===== config.mk =====
export PLATFORM = sky130hd
export DESIGN_NAME = frame_scheduler
export DESIGN_NICKNAME = d
export VERILOG_FILES = /design/src/rtl/raster_ctrl_pkg.sv /design/src/rtl/pulse_sync.sv /design/src/rtl/frame_scheduler.sv
export SDC_FILE = /design/constraint.sdc
export NUM_CORES = 1
export LEC_CHECK = 0
export CORE_MARGIN = 2
export CORE_UTILIZATION = 45
export CTS_CLUSTER_DIAMETER = 200
export CTS_CLUSTER_SIZE = 20
export DETAILED_ROUTE_END_ITERATION = 10
export PLACE_DENSITY = 0.72
export SKIP_CTS_REPAIR_TIMING = 1
export SYNTH_ARGS = -nofsm -noshare
export SYNTH_HDL_FRONTEND = slang
export SYNTH_HIERARCHICAL = 1
export SYNTH_SLANG_ARGS = --single-unit

===== constraint.sdc =====
create_clock -name clk -period 2.7 [get_ports clk]
set_input_delay 0.405 -clock clk [delete_from_list [all_inputs] [get_ports clk]]
set_output_delay 0.405 -clock clk [all_outputs]
set_load 0.02 [all_outputs]

===== src/rtl/raster_ctrl_pkg.sv =====
`default_nettype none
// ============================================================================
// Module   : raster_ctrl_pkg
// Brief    : Shared raster-control types (frame scheduler state encoding)
// Revision : 1.0
// ============================================================================
package raster_ctrl_pkg;

    typedef enum logic [1:0] {
        IDLE   = 2'd0,
        RENDER = 2'd1,
        DRAIN  = 2'd2,
        DONE   = 2'd3
    } frame_sched_state_t;

    // A frame is in flight while the renderer works or its writes settle.
    function automatic logic is_busy(input frame_sched_state_t s);
        return (s == RENDER) || (s == DRAIN);
    endfunction

endpackage
`default_nettype wire


===== src/rtl/pulse_sync.sv =====
`default_nettype none
// ============================================================================
// Module   : pulse_sync
// Brief    : 2-flop level synchronizer with registered rising-edge pulse
// Revision : 1.0
// ============================================================================
module pulse_sync (
    input  logic clk,
    input  logic rst,
    input  logic level,
    output logic pulse
);

    logic       r_meta;
    logic       r_sync;
    logic       r_prev;
    logic       r_armed;
    logic [1:0] r_fill;
    logic       r_pulse;

    // r_fill marks when r_sync holds a real sample; the detector only arms
    // after it has seen the level low, so a level already high at reset
    // release never counts as an edge.
    always_ff @(posedge clk) begin
        if (rst) begin
            r_meta  <= 1'b0;
            r_sync  <= 1'b0;
            r_prev  <= 1'b0;
            r_armed <= 1'b0;
            r_fill  <= 2'b00;
            r_pulse <= 1'b0;
        end else begin
            r_meta  <= level;
            r_sync  <= r_meta;
            r_prev  <= r_sync;
            r_fill  <= {r_fill[0], 1'b1};
            r_armed <= r_armed | (r_fill[1] & ~r_sync);
            r_pulse <= r_armed & r_sync & ~r_prev;
        end
    end

    assign pulse = r_pulse;

endmodule
`default_nettype wire


===== src/rtl/frame_scheduler.sv =====
`default_nettype none
// ============================================================================
// Module   : frame_scheduler
// Brief    : vsync-paced render / drain / swap sequencer for a double buffer
// Revision : 1.0
// ============================================================================
module frame_scheduler
    import raster_ctrl_pkg::*;
#(
    parameter int unsigned DRAIN_CYCLES   = 4,
    parameter int unsigned TIMEOUT_CYCLES = 2_000_000,
    parameter int unsigned CNT_W          = 16
) (
    input  logic             clk,
    input  logic             rst,
    input  logic             frame_pix,
    input  logic             draw_done,
    input  logic             renderer_busy,
    input  logic             pipe_valid,
    output logic             begin_frame,
    output logic             swap,
    output logic [CNT_W-1:0] frame_count,
    output logic [CNT_W-1:0] drop_count,
    output logic             timeout_err,
    output logic             busy
);

    localparam int unsigned c_wd_w   = (TIMEOUT_CYCLES > 1) ? $clog2(TIMEOUT_CYCLES) : 1;
    localparam int unsigned c_idle_w = (DRAIN_CYCLES > 1) ? $clog2(DRAIN_CYCLES) : 1;
    localparam logic [c_wd_w-1:0]   c_wd_last   = c_wd_w'(TIMEOUT_CYCLES - 1);
    localparam logic [c_idle_w-1:0] c_idle_last = c_idle_w'(DRAIN_CYCLES - 1);
    localparam logic [CNT_W-1:0]    c_cnt_max   = {CNT_W{1'b1}};

    frame_sched_state_t  r_state;
    logic                r_begin;
    logic                r_swap;
    logic [CNT_W-1:0]    r_frame_cnt;
    logic [CNT_W-1:0]    r_drop_cnt;
    logic                r_timeout;
    logic [c_wd_w-1:0]   r_wdog;
    logic [c_idle_w-1:0] r_idle;
    logic                w_vsync_p;

    pulse_sync u_vsync_sync (
        .clk   (clk),
        .rst   (rst),
        .level (frame_pix),
        .pulse (w_vsync_p)
    );

    always_ff @(posedge clk) begin
        if (rst) begin
            r_state     <= IDLE;
            r_begin     <= 1'b0;
            r_swap      <= 1'b0;
            r_frame_cnt <= '0;
            r_drop_cnt  <= '0;
            r_timeout   <= 1'b0;
            r_wdog      <= '0;
            r_idle      <= '0;
        end else begin
            r_begin <= 1'b0;
            r_swap  <= 1'b0;
            case (r_state)
                IDLE: begin
                    if (w_vsync_p) begin
                        r_begin <= 1'b1;
                        r_wdog  <= '0;
                        r_state <= RENDER;
                    end
                end
                RENDER: begin
                    r_wdog <= r_wdog + c_wd_w'(1);
                    if (w_vsync_p && (r_drop_cnt != c_cnt_max)) begin
                        r_drop_cnt <= r_drop_cnt + CNT_W'(1);
                    end
                    if (draw_done) begin
                        r_idle  <= '0;
                        r_state <= DRAIN;
                    end
                    if (r_wdog == c_wd_last) begin
                        r_timeout <= 1'b1;
                        r_idle    <= '0;
                        r_state   <= DRAIN;
                    end
                end
                DRAIN: begin
                    if (w_vsync_p && (r_drop_cnt != c_cnt_max)) begin
                        r_drop_cnt <= r_drop_cnt + CNT_W'(1);
                    end
                    // Any busy or in-flight cycle restarts the quiet window.
                    if (!renderer_busy && !pipe_valid) begin
                        if (r_idle == c_idle_last) begin
                            r_state <= DONE;
                        end else begin
                            r_idle <= r_idle + c_idle_w'(1);
                        end
                    end else begin
                        r_idle <= '0;
                    end
                end
                DONE: begin
                    if (w_vsync_p) begin
                        r_begin     <= 1'b1;
                        r_swap      <= 1'b1;
                        r_frame_cnt <= r_frame_cnt + CNT_W'(1);
                        r_wdog      <= '0;
                        r_state     <= RENDER;
                    end
                end
                default: r_state <= IDLE;
            endcase
        end
    end

    assign begin_frame = r_begin;
    assign swap        = r_swap;
    assign frame_count = r_frame_cnt;
    assign drop_count  = r_drop_cnt;
    assign timeout_err = r_timeout;
    assign busy        = is_busy(r_state);

endmodule
`default_nettype wire


==> results of run 1 <==
[layout make-up]
| cell class | instances | share of cell area, % |
|---|---|---|
| sequential | 67 | 35.3 |
| tap | 96 | 3.16 |
| timing repair buffer | 44 | 11.3 |
| clock inverter | 5 | 1.38 |
| inverter | 9 | 0.890 |
| multi-input combinational | 269 | 44.2 |
| clock buffer | 11 | 3.72 |
[worst max path at each step]
stage                from  slack, ns             end
3_5_place_dp   r_state[0]       0.58  drop_count[14]
3_3_place_gp   r_state[0]       0.67  drop_count[14]
6_report       r_state[0]       0.25            busy
4_1_cts        r_state[0]       0.24            busy
5_1_grt        r_state[0]       0.14            busy
2_1_floorplan  r_state[0]       0.71      r_wdog[19]
[metrics by stage]
| stage | hold slack, ns | total power [uW] | setup slack (ns) |
|---|---|---|---|
| CTS | 0.432 | 2170 | 0.236 |
| floorplan | 0.391 | 1260 | 0.714 |
| global route | 0.439 | 2240 | 0.142 |
| finish | 0.425 | 2150 | 0.247 |
| detailed placement | 0.401 | 1340 | 0.576 |
| global placement | 0.395 | 1330 | 0.667 |
[kinds of logic (layout without fill, tap and decap cells)]
logic type	count (synthesis)	after routing	synth area share, %
simple gates	177	177	30.2
flops	67	67	42.6
compound gates	51	51	10.6
xor+xnor	30	30	8.35
buf+inv	20	69	3.98
fa+ha+maj	8	8	3.18
mux	3	3	0.994
[flip-flops by register name, indices dropped and copies added (netlist names)]
| signal | flops |
|---|---|
| swap | 1 |
| u_vsync_sync/r_meta | 1 |
| r_idle | 2 |
| u_vsync_sync/r_prev | 1 |
| frame_count | 16 |
| timeout_err | 1 |
| u_vsync_sync/r_armed | 1 |
| u_vsync_sync/r_fill | 2 |
| r_wdog | 21 |
| drop_count | 16 |
| begin_frame | 1 |
| u_vsync_sync/pulse | 1 |
| u_vsync_sync/r_sync | 1 |
| r_state | 2 |
[cell usage after synthesis, types with 2 or more instances]
cell type / count / area share (%)
nor2b_1: 2 / 0.40
o311ai_0: 2 / 0.56
mux2i_1: 2 / 0.64
xor2_1: 13 / 3.6
a21oi_1: 18 / 2.9
clkbuf_8: 3 / 1.3
a31oi_1: 4 / 0.80
a41o_1: 2 / 0.64
inv_1: 8 / 0.95
nor4_1: 6 / 1.2
dfxtp_1: 67 / 43
o21ai_0: 9 / 1.4
or3_1: 5 / 0.99
and2b_2: 3 / 0.84
a311oi_1: 2 / 0.56
o31ai_1: 2 / 0.48
clkbuf_1: 4 / 0.48
nor2_1: 55 / 6.6
and4_1: 7 / 1.9
and3_1: 7 / 1.4
ha_1: 8 / 3.2
o211ai_1: 2 / 0.48
nand4_1: 14 / 2.8
nor3_1: 12 / 1.9
nand4b_1: 4 / 1.1
xnor2_1: 17 / 4.7
buf_6: 2 / 0.72
nand2_1: 29 / 3.5
nand3_1: 18 / 2.9
[power by group through the flow]
stage	sequential, uW	combinational, uW	clock, uW
final	1030	299	826
after global routing	1030	327	886
after CTS	1030	298	848
after detailed placement	1050	292	0
after global placement	1050	282	0
after floorplan	1050	219	0
[worst max-delay path: stages, from the launching register on]
cell             delay (ns)
dfxtp_1                0.38
inv_1                  0.08
ha_1                   0.44
inv_1                  0.17
clkdlybuf4s50_1        0.63
[metal layers]
layer | share of wire [%] | global-route usage, % | vias up
met2 | 45 | 28.6 | 59
li1 | - | - | 1363
met3 | 4.2 | 5.18 | 7
met1 | 49 | 23.5 | 1257
met4 | 1.5 | 6.99 | 0
met5 | 0 | 0 | -
==> results.sh, run 1 <==
export IMPL_syn_cell_area_mm2=0.00315
export IMPL_rrSetupSlack_ns=0.52
export IMPL_p_int_uw=1570
export IMPL_area_growth_syn_to_layout_pct=20.7
export IMPL_fin_tns_setup_ns=0
export IMPL_antenna_left=0
export IMPL_vias=2686
export IMPL_root_buffer="clkbuf_8"
export IMPL_crit_type="reg -> out"
export IMPL_clock_skew_ns=0.00661
export IMPL_fillers=635
export IMPL_p_comb_share_pct=13.9
export IMPL_powerDensity_mw_per_mm2=567
export IMPL_rows=30
export IMPL_grt_usage_pct=18.1
export IMPL_endpoint_kind="primary output"
export IMPL_vias_per_cell=5.36
export IMPL_start_util_pct=46.3
export IMPL_regArea_mm2=0.00134
export IMPL_multiInputGateArea_mm2=0.00168
export IMPL_worstPathArrival_ns=2.05
export IMPL_timing_final_crit_share_pct=90.9
export IMPL_irDropWorstVdd_v=0.000436
export IMPL_io_pins=42
export IMPL_route_detailed_drc=0
export IMPL_avgSynthCellArea_um2=8.84
export IMPL_die_area_mm2=0.00767
export IMPL_diodes=0
export IMPL_whs_path_depth=1
export IMPL_die_h_um=87.6
export IMPL_grt_ovfl_total=0
export IMPL_placedCellCount=485
export IMPL_drv_cap=0
export IMPL_rsz0062_at_grt="no"
export IMPL_clk_pin_slew_ns=0.07
export IMPL_dp_hpwl_um=4440
export IMPL_reg2reg_to="drop_count[14]"
export IMPL_crit_path_start_kind="flip-flop"
export IMPL_grt_max_degree=35
export IMPL_ys_flop_type="dfxtp_1"
export IMPL_required_ns=2.30
export IMPL_port_buffers=41
export IMPL_clk_latency_ns=0.34
export IMPL_synthArstFlopShare_pct=0
export IMPL_postLayoutCellArea_mm2=0.00380
export IMPL_place_gp_congestion=0.848
export IMPL_yosys_register_bits=67
export IMPL_p_sw_uw=579
export IMPL_placedInstanceArea_mm2=0.00360
export IMPL_drt_iter0_drc=134
export IMPL_yosysSeqAreaShare_pct=42.6
export IMPL_synth_edf_count=0
export IMPL_instances_no_fill=501
export IMPL_netlist_instances=356
export IMPL_drive_above_1_share_pct=8.40
export IMPL_coreArea_mm2=0.00679
export IMPL_die_w_um=87.6
export IMPL_grt_pass1_wl_um=10900
export IMPL_setup_violations=0
export IMPL_cts_buffer_depth=2
export IMPL_hold_end="u_vsync_sync/pulse"
export IMPL_hold_class="reg -> reg"
export IMPL_worstMarginPinSlew_ns=0.702
export IMPL_p_leak_uw=0.00129
export IMPL_hold_viol=0
export IMPL_finalWirelength_um=6570
export IMPL_wl_per_cell_um=13.1
export IMPL_reg2regPathDepth=7
export IMPL_clock_sinks=67
export IMPL_grt_pass1_vias=2391
export IMPL_layout_common_cells="67 x dfxtp_1, 55 x nor2_1, 40 x clkdlybuf4s50_1, 29 x nand2_1"
export IMPL_final_util_pct=55.9
export IMPL_slew_violations=0
export IMPL_drtPass1Iterations=4
export IMPL_h_tree_depth=3
export IMPL_nets=414
export IMPL_worstPathMaxFanout=10
export IMPL_p_seq_share_pct=47.7
export IMPL_antenna_found_initial=0
export IMPL_synth_cell_type_count=58
export IMPL_relSlewSlack_pct=52.8
export IMPL_cts_made_buffers=9
export IMPL_final_common_cell="dfxtp_1"
export IMPL_clkPwrFrac_pct=38.4
export IMPL_r2r_start="r_state[0]"
export IMPL_swShare_pct=26.9
export IMPL_max_clock_freq_mhz=408
export IMPL_timing_final_crit_period_ns=2.45
export IMPL_min_from="u_vsync_sync/r_prev"
export IMPL_ys_warn_count=6
export IMPL_cts_tree="done"
export IMPL_syn_nets=370
export IMPL_run_status="finished, final reports clean"
(Power assumes the default switching activity.)
==> run 2, diff against run 1 <==
--- a/config.mk
+++ b/config.mk
@@ -6,11 +6,11 @@
 export NUM_CORES = 1
 export LEC_CHECK = 0
 export CORE_MARGIN = 2
-export CORE_UTILIZATION = 45
+export CORE_UTILIZATION = 35
 export CTS_CLUSTER_DIAMETER = 200
 export CTS_CLUSTER_SIZE = 20
 export DETAILED_ROUTE_END_ITERATION = 10
-export PLACE_DENSITY = 0.72
+export PLACE_DENSITY = 0.6
 export SKIP_CTS_REPAIR_TIMING = 1
 export SYNTH_ARGS = -nofsm -noshare
 export SYNTH_HDL_FRONTEND = slang
==> results.sh, run 2 (synthesis gave the netlist of run 1 again) <==
export IMPL_finalWirelength_um=6610
export IMPL_worstPathArrival_ns=2.04
export IMPL_vias=2660
export IMPL_rows=34
export IMPL_r2r_start="r_state[0]"
export IMPL_max_flop_register="r_wdog"
export IMPL_grt_max_degree=29
export IMPL_reg2regPathDepth=7
export IMPL_p_leak_uw=0.00129
export IMPL_route_detailed_drc=0
export IMPL_min_from="u_vsync_sync/r_prev"
export IMPL_critPathMaxStageDelay_ns=0.63
export IMPL_drv_cap=0
export IMPL_clk_pin_slew_ns=0.07
export IMPL_rrSetupSlack_ns=0.50
export IMPL_relSlewSlack_pct=50.0
export IMPL_crit_type="reg -> out"
export IMPL_cts_made_buffers=9
export IMPL_die_area_mm2=0.00976
export IMPL_fillers=871
export IMPL_cts_tree="done"
export IMPL_p_comb_share_pct=13.9
export IMPL_irDropWorstVdd_v=0.000261
export IMPL_p_int_uw=1550
export IMPL_layout_common_cells="67 x dfxtp_1, 55 x nor2_1, 40 x clkdlybuf4s50_1, 29 x nand2_1"
export IMPL_crit_top_cell="inv_1"
export IMPL_critical_path_cell_chain="inv_1 -> ha_1 -> inv_1 -> clkdlybuf4s50_1"
export IMPL_grt_usage_pct=14.3
export IMPL_p_seq_share_pct=48.1
export IMPL_antenna_found_initial=0
export IMPL_start_util_pct=36.1
export IMPL_coreArea_mm2=0.00872
export IMPL_fin_tns_setup_ns=0
export IMPL_max_clock_freq_mhz=409
export IMPL_clock_sinks=67
export IMPL_dp_hpwl_um=4660
export IMPL_vias_per_cell=5.18
export IMPL_root_buffer="clkbuf_8"
export IMPL_grt_ovfl_total=0
export IMPL_wl_per_cell_um=12.9
export IMPL_reg2reg_to="r_wdog[19]"
export IMPL_area_growth_syn_to_layout_pct=21.4
export IMPL_p_sw_uw=582
export IMPL_dp_slack_ns=0.531
export IMPL_io_pins=42
export IMPL_worstPathMaxFanout=10
export IMPL_slew_violations=0
export IMPL_whs_path_depth=1
export IMPL_clkPwrFrac_pct=38.0
export IMPL_drt_iter0_drc=117
export IMPL_swShare_pct=27.3
export IMPL_slowest_stage="clkdlybuf4s50_1"
export IMPL_worstMarginPinSlew_ns=0.744
export IMPL_clk_latency_ns=0.34
export IMPL_placedCellCount=498
export IMPL_endpoint_kind="primary output"
export IMPL_hold_end="u_vsync_sync/pulse"
export IMPL_h_tree_depth=3
export IMPL_hold_class="reg -> reg"
export IMPL_powerDensity_mw_per_mm2=559
export IMPL_port_buffers=41
export IMPL_final_common_cell="dfxtp_1"
export IMPL_cts_buffer_depth=2
export IMPL_largest_reg_flops=21
export IMPL_rsz0062_at_grt="no"
export IMPL_die_w_um=98.8
export IMPL_timing_final_crit_share_pct=90.5
export IMPL_antenna_left=0
export IMPL_final_util_pct=43.8
export IMPL_grt_pass1_wl_um=11600
export IMPL_power_uw=2140
export IMPL_setup_violations=0
export IMPL_instances_no_fill=514
export IMPL_die_h_um=98.8
export IMPL_crit_path_start_kind="flip-flop"
export IMPL_required_ns=2.30
export IMPL_run_status="finished, final reports clean"
export IMPL_nets=415
export IMPL_timing_final_crit_period_ns=2.44
export IMPL_place_gp_congestion=0.789
export IMPL_drtPass1Iterations=5
export IMPL_finalWorstSetupSlack_ns=0.256
export IMPL_hold_viol=0
export IMPL_grt_pass1_vias=2484
export IMPL_clock_skew_ns=0.00766
export IMPL_diodes=0
export IMPL_drive_above_1_share_pct=8.62
[run 2: cell count changes in the layout (fill, tap and decap cells not counted)]
cell / before / now
clkinv_4: 0 / 1
clkinv_2: 3 / 1
buf_4: 3 / 4
clkbuf_8: 10 / 9
clkinvlp_4: 1 / 3
[run 2: through the flow]
stage	instance area (um2)	hold WS (ns)
after floorplan	3150	0.391
after global placement	3620	0.396
after detailed placement	3620	0.398
after CTS	3820	0.405
after global routing	3820	0.416
final	3820	0.404
[run 2: layout make-up]
class | instances | area [um2] | share of cell area, %
Multi-Input combinational cell | 269 | 1680 | 44.0
Sequential cell | 67 | 1340 | 35.1
Timing Repair Buffer | 45 | 435 | 11.4
Tap cell | 108 | 135 | 3.54
Clock buffer | 10 | 128 | 3.34
Clock inverter | 6 | 66.3 | 1.74
Inverter | 9 | 33.8 | 0.885
[run 2: worst max path at each step]
stage	startpoint	to	slack, ns	depth (start not counted)
after global routing	r_state[0]	busy	0.09	4
after floorplan	r_state[0]	r_wdog[19]	0.71	9
after global placement	r_state[0]	busy	0.65	4
final	r_state[0]	busy	0.26	4
after CTS	r_state[0]	busy	0.24	4
after detailed placement	r_state[0]	r_wdog[19]	0.53	7
[run 2: routing by layer]
metal	track usage (%)	wire, um	vias to the layer above
met5	0	0	-
met4	4.00	70	0
met3	5.11	308	7
met2	21.4	2840	52
met1	19.6	3390	1229
li1	-	-	1372
[run 2: power by group through the flow]
stage          Sequential, uW  Clock [uW]  Combinational [uW]
2_1_floorplan            1050           0                 219
3_3_place_gp             1050           0                 290
3_5_place_dp             1050           0                 295
4_1_cts                  1030         844                 298
5_1_grt                  1030         895                 338
6_report                 1030         811                 297
[run 2: critical path: cells and delay by family (launching register included)]
| kind | cells | cell delay (ns) |
|---|---|---|
| DFF | 1 | 0.39 |
| buffers and inverters | 3 | 0.89 |
| adders and majority gates | 1 | 0.43 |
==> run 3, diff against run 2 <==
--- a/config.mk
+++ b/config.mk
@@ -10,6 +10,8 @@
 export CTS_CLUSTER_DIAMETER = 200
 export CTS_CLUSTER_SIZE = 20
 export DETAILED_ROUTE_END_ITERATION = 10
+export HOLD_SLACK_MARGIN = 0.06
+export MAX_ROUTING_LAYER = met4
 export PLACE_DENSITY = 0.6
 export SKIP_CTS_REPAIR_TIMING = 1
 export SYNTH_ARGS = -nofsm -noshare
==> results.sh, run 3 (synthesis gave the netlist of run 1 again) <==
export IMPL_top_layer="met4"
export IMPL_postLayoutCellArea_mm2=0.00382
export IMPL_drv_cap=0
export IMPL_layout_common_cells="67 x dfxtp_1, 55 x nor2_1, 40 x clkdlybuf4s50_1, 29 x nand2_1"
export IMPL_wl_met3_um=325
export IMPL_worstPathArrival_ns=2.04
export IMPL_cts_made_buffers=9
export IMPL_antenna_left=0
export IMPL_fillers=871
export IMPL_place_gp_congestion=0.800
export IMPL_final_common_cell="dfxtp_1"
export IMPL_wl_per_cell_um=12.8
export IMPL_required_ns=2.30
export IMPL_setup_violations=0
export IMPL_max_clock_freq_mhz=409
export IMPL_timing_final_crit_share_pct=90.6
export IMPL_route_detailed_drc=0
export IMPL_endpoint_kind="primary output"
export IMPL_rows=34
export IMPL_relSlewSlack_pct=51.7
export IMPL_swShare_pct=27.3
export IMPL_port_buffers=41
export IMPL_dp_hpwl_um=4660
export IMPL_irDropWorstVdd_v=0.000261
export IMPL_max_flop_register="r_wdog"
export IMPL_io_pins=42
export IMPL_fin_tns_setup_ns=0
export IMPL_clk_pin_slew_ns=0.07
export IMPL_hold_ws_ns=0.404
export IMPL_area_growth_syn_to_layout_pct=21.4
export IMPL_worstMarginPinSlew_ns=0.719
export IMPL_met2WireLength_um=2830
export IMPL_p_int_uw=1550
export IMPL_finalWirelength_um=6600
export IMPL_drt_iter0_drc=118
export IMPL_drive_above_1_share_pct=8.62
export IMPL_h_tree_depth=3
export IMPL_die_w_um=98.8
export IMPL_drtPass1Iterations=4
export IMPL_clkPwrFrac_pct=38.0
export IMPL_start_util_pct=36.1
export IMPL_cts_tree="done"
export IMPL_cts_buffer_depth=2
export IMPL_hold_viol=0
export IMPL_antenna_found_initial=0
export IMPL_die_h_um=98.8
export IMPL_grt_pass1_vias=2488
export IMPL_p_seq_share_pct=48.1
export IMPL_crit_path_start_kind="flip-flop"
export IMPL_clk_latency_ns=0.34
export IMPL_timing_final_crit_period_ns=2.45
export IMPL_worstPathMaxFanout=10
export IMPL_rsz0062_at_grt="no"
export IMPL_grt_max_degree=29
export IMPL_powerDensity_mw_per_mm2=559
export IMPL_hold_class="reg -> reg"
export IMPL_largest_reg_flops=21
export IMPL_placedInstanceArea_mm2=0.00362
export IMPL_root_buffer="clkbuf_8"
export IMPL_vias=2659
export IMPL_slew_violations=0
export IMPL_met1_length_um=3370
export IMPL_vias_per_cell=5.17
export IMPL_grt_pass1_wl_um=11600
export IMPL_p_comb_share_pct=13.9
export IMPL_placedCellCount=498
export IMPL_p_leak_uw=0.00129
export IMPL_nets=415
export IMPL_grt_ovfl_total=0
export IMPL_clock_sinks=67
export IMPL_grt_usage_pct=14.8
export IMPL_die_area_mm2=0.00976
export IMPL_crit_type="reg -> out"
export IMPL_diodes=0
export IMPL_coreArea_mm2=0.00872
export IMPL_instances_no_fill=514
export IMPL_clock_skew_ns=0.00821
export IMPL_p_sw_uw=583
export IMPL_run_status="finished, final reports clean"
-- run 3: cell counts in the layout (fill, tap and decap cells not counted) --
No cell type changed its count.
-- run 3: path summary, 6_finish.rpt --
kind,start,end,slack (ns),cells past startpoint
setup / recovery,r_state[0],busy,0.25,4
hold / removal,u_vsync_sync/r_prev,u_vsync_sync/pulse,0.40,1
setup reg to reg,r_state[0],r_wdog[19],0.50,7
hold reg to reg,u_vsync_sync/r_prev,u_vsync_sync/pulse,0.40,1
-- run 3: metrics by stage --
stage          utilization (%)  setup slack [ns]  power, uW
2_1_floorplan                -             0.714       1260
3_3_place_gp              41.6             0.654       1340
3_5_place_dp              41.6             0.531       1340
4_1_cts                   43.8             0.239       2170
5_1_grt                   43.8            0.0894       2260
6_report                  43.8             0.254       2140
-- run 3: area by class of cell --
cell class                 instances  area [um2]  share of cell area, %
timing repair buffer              45         435                   11.4
inverter                           9        33.8                  0.885
clock inverter                     6        66.3                   1.74
tap                              108         135                   3.54
multi-input combinational        269        1680                   44.0
clock buffer                      10         128                   3.34
sequential                        67        1340                   35.1
-- run 3: layer usage --
metal	GRT usage (%)	vias up
met5	-	-
met4	4.00	0
met3	5.11	9
met2	21.3	55
met1	19.7	1222
li1	-	1373
-- run 3: worst max-delay path, cell delays in order (launching register included) --
cell,delay (ns)
dfxtp_1,0.39
inv_1,0.08
ha_1,0.43
inv_1,0.18
clkdlybuf4s50_1,0.63
-- run 3: power groups by stage --
stage               sequential (uW)  clock [uW]  combinational [uW]
global placement               1050           0                 290
floorplan                      1050           0                 219
global route                   1030         895                 339
detailed placement             1050           0                 295
finish                         1030         812                 297
CTS                            1030         844                 298
